## config.mk

```make
export PLATFORM = sky130hd
export DESIGN_NAME = bitrev_reorder_buffer
export DESIGN_NICKNAME = d
export VERILOG_FILES = /design/src/rtl/bitrev_reorder_buffer.sv
export SDC_FILE = /design/constraint.sdc
export NUM_CORES = 1
export LEC_CHECK = 0
export ABC_CLOCK_PERIOD_IN_PS = 2700
export CORE_MARGIN = 3
export CORE_UTILIZATION = 50
export CTS_CLUSTER_DIAMETER = 120
export DETAILED_ROUTE_END_ITERATION = 8
export PLACE_DENSITY = 0.76
export SYNTH_ARGS = -nofsm -noshare
export SYNTH_HDL_FRONTEND = slang
export SYNTH_SLANG_ARGS = --single-unit
```

## constraint.sdc

```tcl
create_clock -name CLK -period 2.7 [get_ports CLK]
set_input_delay 0.54 -clock CLK [delete_from_list [all_inputs] [get_ports CLK]]
set_output_delay 0.54 -clock CLK [all_outputs]
set_load 0.1 [all_outputs]
```

## src/rtl/bitrev_reorder_buffer.sv

```systemverilog
// rtl/bitrev_reorder_buffer.sv - ping-pong buffer turning bit-reversed frames into natural order
//
// Purpose: frames of N = 2^N_LOG2 words arrive in bit-reversed index order.
// Each word is written to bitreverse(arrival count) in the current write bank.
// A full bank is read out sequentially, so words leave in natural order. Two
// banks let one frame be written while the previous one drains.
//
// Ports:
//   CLK, RST     clock, synchronous active-high reset
//   EN           global enable, low freezes all state
//   i_VALID      input word present
//   i_DATA       input word
//   o_IN_READY   input accepted when high
//   o_VALID      output word present
//   o_DATA       output word (zero when o_VALID is low)
//   o_LAST       last word of an output frame
//   i_OUT_READY  downstream accepts the output word
module bitrev_reorder_buffer #(
    parameter int BITNESS = 16,
    parameter int N_LOG2  = 3
) (
    input  logic               CLK,
    input  logic               RST,
    input  logic               EN,
    input  logic               i_VALID,
    input  logic [BITNESS-1:0] i_DATA,
    output logic               o_IN_READY,
    output logic               o_VALID,
    output logic [BITNESS-1:0] o_DATA,
    output logic               o_LAST,
    input  logic               i_OUT_READY
);

    localparam int N = 1 << N_LOG2;
    localparam logic [N_LOG2-1:0] CNT_MAX = N_LOG2'(N - 1);

    // Both banks in one array; the bank select is the address MSB.
    logic [BITNESS-1:0] mem [2*N];

    logic              wsel;
    logic              rsel;
    logic [N_LOG2-1:0] wcnt;
    logic [N_LOG2-1:0] rcnt;
    logic [1:0]        full;
    logic [1:0]        full_nxt;
    logic [N_LOG2-1:0] waddr;
    logic              wr_fire;
    logic              rd_fire;
    logic              wr_last;
    logic              rd_last;

    always_comb begin
        waddr = '0;
        for (int i = 0; i < N_LOG2; i++) begin
            waddr[i] = wcnt[N_LOG2-1-i];
        end
    end

    // Ready and valid come from registered flags only; the writer never
    // looks at the reader's same-cycle release of a bank.
    assign o_IN_READY = ~full[wsel];
    assign o_VALID    = full[rsel];
    assign o_LAST     = o_VALID & (rcnt == CNT_MAX);
    assign o_DATA     = o_VALID ? mem[{rsel, rcnt}] : '0;

    assign wr_fire = EN & i_VALID & ~full[wsel];
    assign rd_fire = EN & full[rsel] & i_OUT_READY;
    assign wr_last = wr_fire & (wcnt == CNT_MAX);
    assign rd_last = rd_fire & (rcnt == CNT_MAX);

    // A writable bank is never full and a readable bank always is, so a
    // same-cycle set and clear always target different bits.
    always_comb begin
        full_nxt = full;
        if (rd_last) begin
            full_nxt[rsel] = 1'b0;
        end
        if (wr_last) begin
            full_nxt[wsel] = 1'b1;
        end
    end

    // Storage is deliberately left unreset.
    always_ff @(posedge CLK) begin
        if (wr_fire) begin
            mem[{wsel, waddr}] <= i_DATA;
        end
    end

    always_ff @(posedge CLK) begin
        if (RST) begin
            wsel <= 1'b0;
            rsel <= 1'b0;
            wcnt <= '0;
            rcnt <= '0;
            full <= 2'b00;
        end else begin
            if (wr_fire) begin
                wcnt <= wcnt + N_LOG2'(1);
                if (wcnt == CNT_MAX) begin
                    wsel <= ~wsel;
                end
            end
            if (rd_fire) begin
                rcnt <= rcnt + N_LOG2'(1);
                if (rcnt == CNT_MAX) begin
                    rsel <= ~rsel;
                end
            end
            full <= full_nxt;
        end
    end

endmodule
```

==> impl_metrics.tcl <==
set metrics [dict create \
    crit_required_ps 2160 \
    synth-seq-cells 266 \
    clock_path_buffers 3 \
    avgSynthCellArea_um2 19.2 \
    fin_crit_ps 2910 \
    crit_chain "buf_12 > buf_12 > mux4_2 > a32oi_2 > o211ai_1 > clkbuf_16" \
    mostFrequentLayoutCells "256 x edfxtp_1, 47 x nand2_1, 47 x mux4_2" \
    finalSetupViolations 17 \
    fin_area_um2 13100 \
    drc 0 \
    use_met1 0.279 \
    synth_area_um2 10400 \
    diodes 0 \
    status "finished, violations left" \
    failed_checks "setup timing" \
    wl_um 24700 \
    drt_iter0_markers 465 \
    tritoncts "done" \
    ys.flop_type "edfxtp_1" \
    insertion_delay_ps 520 \
    cp_slowest_stage_delay_ps 540 \
    rsz0062_at_grt "yes" \
    tns_ps -2310 \
    cts_hold_buf 0 \
    timing.max_cap.violations 0 \
    hpwlAfterDp_um 13100 \
    syn_nets 569 \
    drv_slew 0 \
    critPathCaptureType "output pin" \
    clkTransAtPathRegs_ps 60 \
    pre_cts_ws_ps 107 \
    yosysTopAreaCell "edfxtp_1" \
    syn_inst 544 \
    place_area_um2 11800 \
    arrival_ps 2370 \
    critPathBufInv 3 \
    ys_warn_count 0 \
    wl_per_cell_um 26.6 \
    peakVddDrop_v 0.000593 \
    grt_pass1_wl_um 37100 \
    first_global_vias 6070 \
    globalRouteOverflowTotal 0 \
    drt_pass1_iterations 4 \
    cts_made_buffers 26 \
    layout_worst_path_cycle_share 1.08 \
    vias 5672 \
    die_w_um 151 \
    cts.sinks 266 \
    yosysUniqueCellTypes 38 \
    fp-row-count 52 \
    critPathMaxFanout 7 \
    area_growth_pct 25.5 \
    path_delay_family "multiplexers" \
    crit_top_cell "buf_12" \
    use_met2 0.391 \
    worst_slew_pin_slew_ps 604 \
    layout_commonest_cell "edfxtp_1" \
    hold_violations 0 \
    die_h_um 151 \
    yosysTopAreaCellShare 0.736 \
    timing.hold.ws_ps 544 \
    globalRouteMet3Util 0.0470 \
    start_util 0.513 \
    finClkSkew_ps 15.8 \
    nNetsFinal 664 \
    track_usage 0.224 \
    fp.dieArea_um2 22700 \
    min_path_type "reg2reg" \
    antenna_found_initial 0 \
    netlist_top_cells_area "edfxtp_1 74%, mux4_2 10%, mux2i_1 3.5%, dfxtp_1 1.9%, nand2_1 1.7%" \
    ant_nets 0 \
    power.total_mw 8.45 \
    ys_seq_area_frac 0.755 \
    power.leakage_nw 4.09 \
    slew_headroom 0.596 \
    async_flop_share 0 \
    slowest_stage "mux4_2" \
    critical_path_class "reg2out" \
    htree_levels 1 \
    design.core.area_um2 20400 \
    fill_cells 1311 \
    cts_root_buf "clkbuf_16" \
    gp_congestion 0.772 \
    max_freq_mhz 343 \
    grt.busiest_layer "met2" \
    vias_per_cell 6.11 \
    drive_gt1_frac 0.301 \
    io_pins 40 \
    synth-edff-count 256 \
    setup_ws_ps -212 \
    pwr_density_cell_nw_per_um2 645 \
    grt_max_degree 28 \
    startpoint_type "flop" \
    portBuffers 39 \
]
worst min-delay path: stages (launching register included):
cell	delay (ps)
dfxtp_1	340
o21ai_0	80
a21oi_1	70
cells by family after synthesis:
logic type / after synthesis / share of synthesized area
DFF: 266 / 0.755
adders and majority gates: 4 / 0.00479
buffers and inverters: 35 / 0.0206
and+or+nand+nor: 109 / 0.0490
AOI/OAI and AO/OA: 42 / 0.0307
xor gates and xnor gates: 4 / 0.00335
muxes: 84 / 0.137
synth_stat cells (all sizes together) (4+ instances only):
| library cell | count |
|---|---|
| a21oi | 5 |
| a32oi | 15 |
| buf | 23 |
| clkbuf | 11 |
| dfxtp | 10 |
| edfxtp | 256 |
| ha | 4 |
| mux2i | 37 |
| mux4 | 47 |
| nand2 | 48 |
| nand3 | 7 |
| nand4 | 16 |
| nor2 | 18 |
| o211ai | 15 |
power by group:
group | internal, mW | total [mW] | leakage, nW | switching (mW)
Clock | 2.30 | 3.75 | 0.431 | 1.45
Sequential | 4.54 | 4.56 | 2.39 | 0.0141
Combinational | 0.0537 | 0.145 | 1.27 | 0.0909
Total | 6.90 | 8.45 | 4.09 | 1.55
sequential cells by signal, summed over array words and instances, names as in the netlist:
name  count
wcnt      3
rsel      1
rcnt      3
wsel      1
full      2
mem     256
area by class of cell:
cell class                 count  area, µm²  share of cell area
sequential                   266       7890               0.602
multi-input combinational    243       2550               0.195
inverter                       1       3.75            0.000286
tap                          270        338              0.0258
clock buffer                  35        706              0.0538
timing repair buffer         101       1440               0.110
clock inverter                12        180              0.0137
path summary, 6_finish.rpt:
kind | from | end | slack, ps | cells after the start
setup / recovery | rcnt[0]$_SDFFE_PP0P_ | o_DATA[2] | -210 | 6
hold / removal | full[0]$_SDFF_PP0_ | full[0]$_SDFF_PP0_ | 540 | 2
setup reg to reg | wsel$_SDFFE_PP0P_ | mem[15][6]$_DFFE_PP_ | 480 | 5
hold reg to reg | full[0]$_SDFF_PP0_ | full[0]$_SDFF_PP0_ | 540 | 2
layer usage:
layer | part of all wire | up-vias
met1 | 0.36 | 2899
met2 | 0.52 | 289
met4 | 0.033 | 0
met5 | 0 | -
li1 | - | 2427
met3 | 0.083 | 57
metrics by stage:
stage          cells  utilization
6_report         928        0.644
5_1_grt          928        0.644
3_3_place_gp     858        0.577
2_1_floorplan    544            -
3_5_place_dp     858        0.577
4_1_cts          923        0.637
what timing repair did:
item | CTS | global route
pin swaps | 7 | 8
cloned | 5 | 0
gates resized for setup | 17 | 18
endpoints found under the setup margin | 16 | 17
setup buffers | 13 | 5
(Power assumes the default switching activity.)
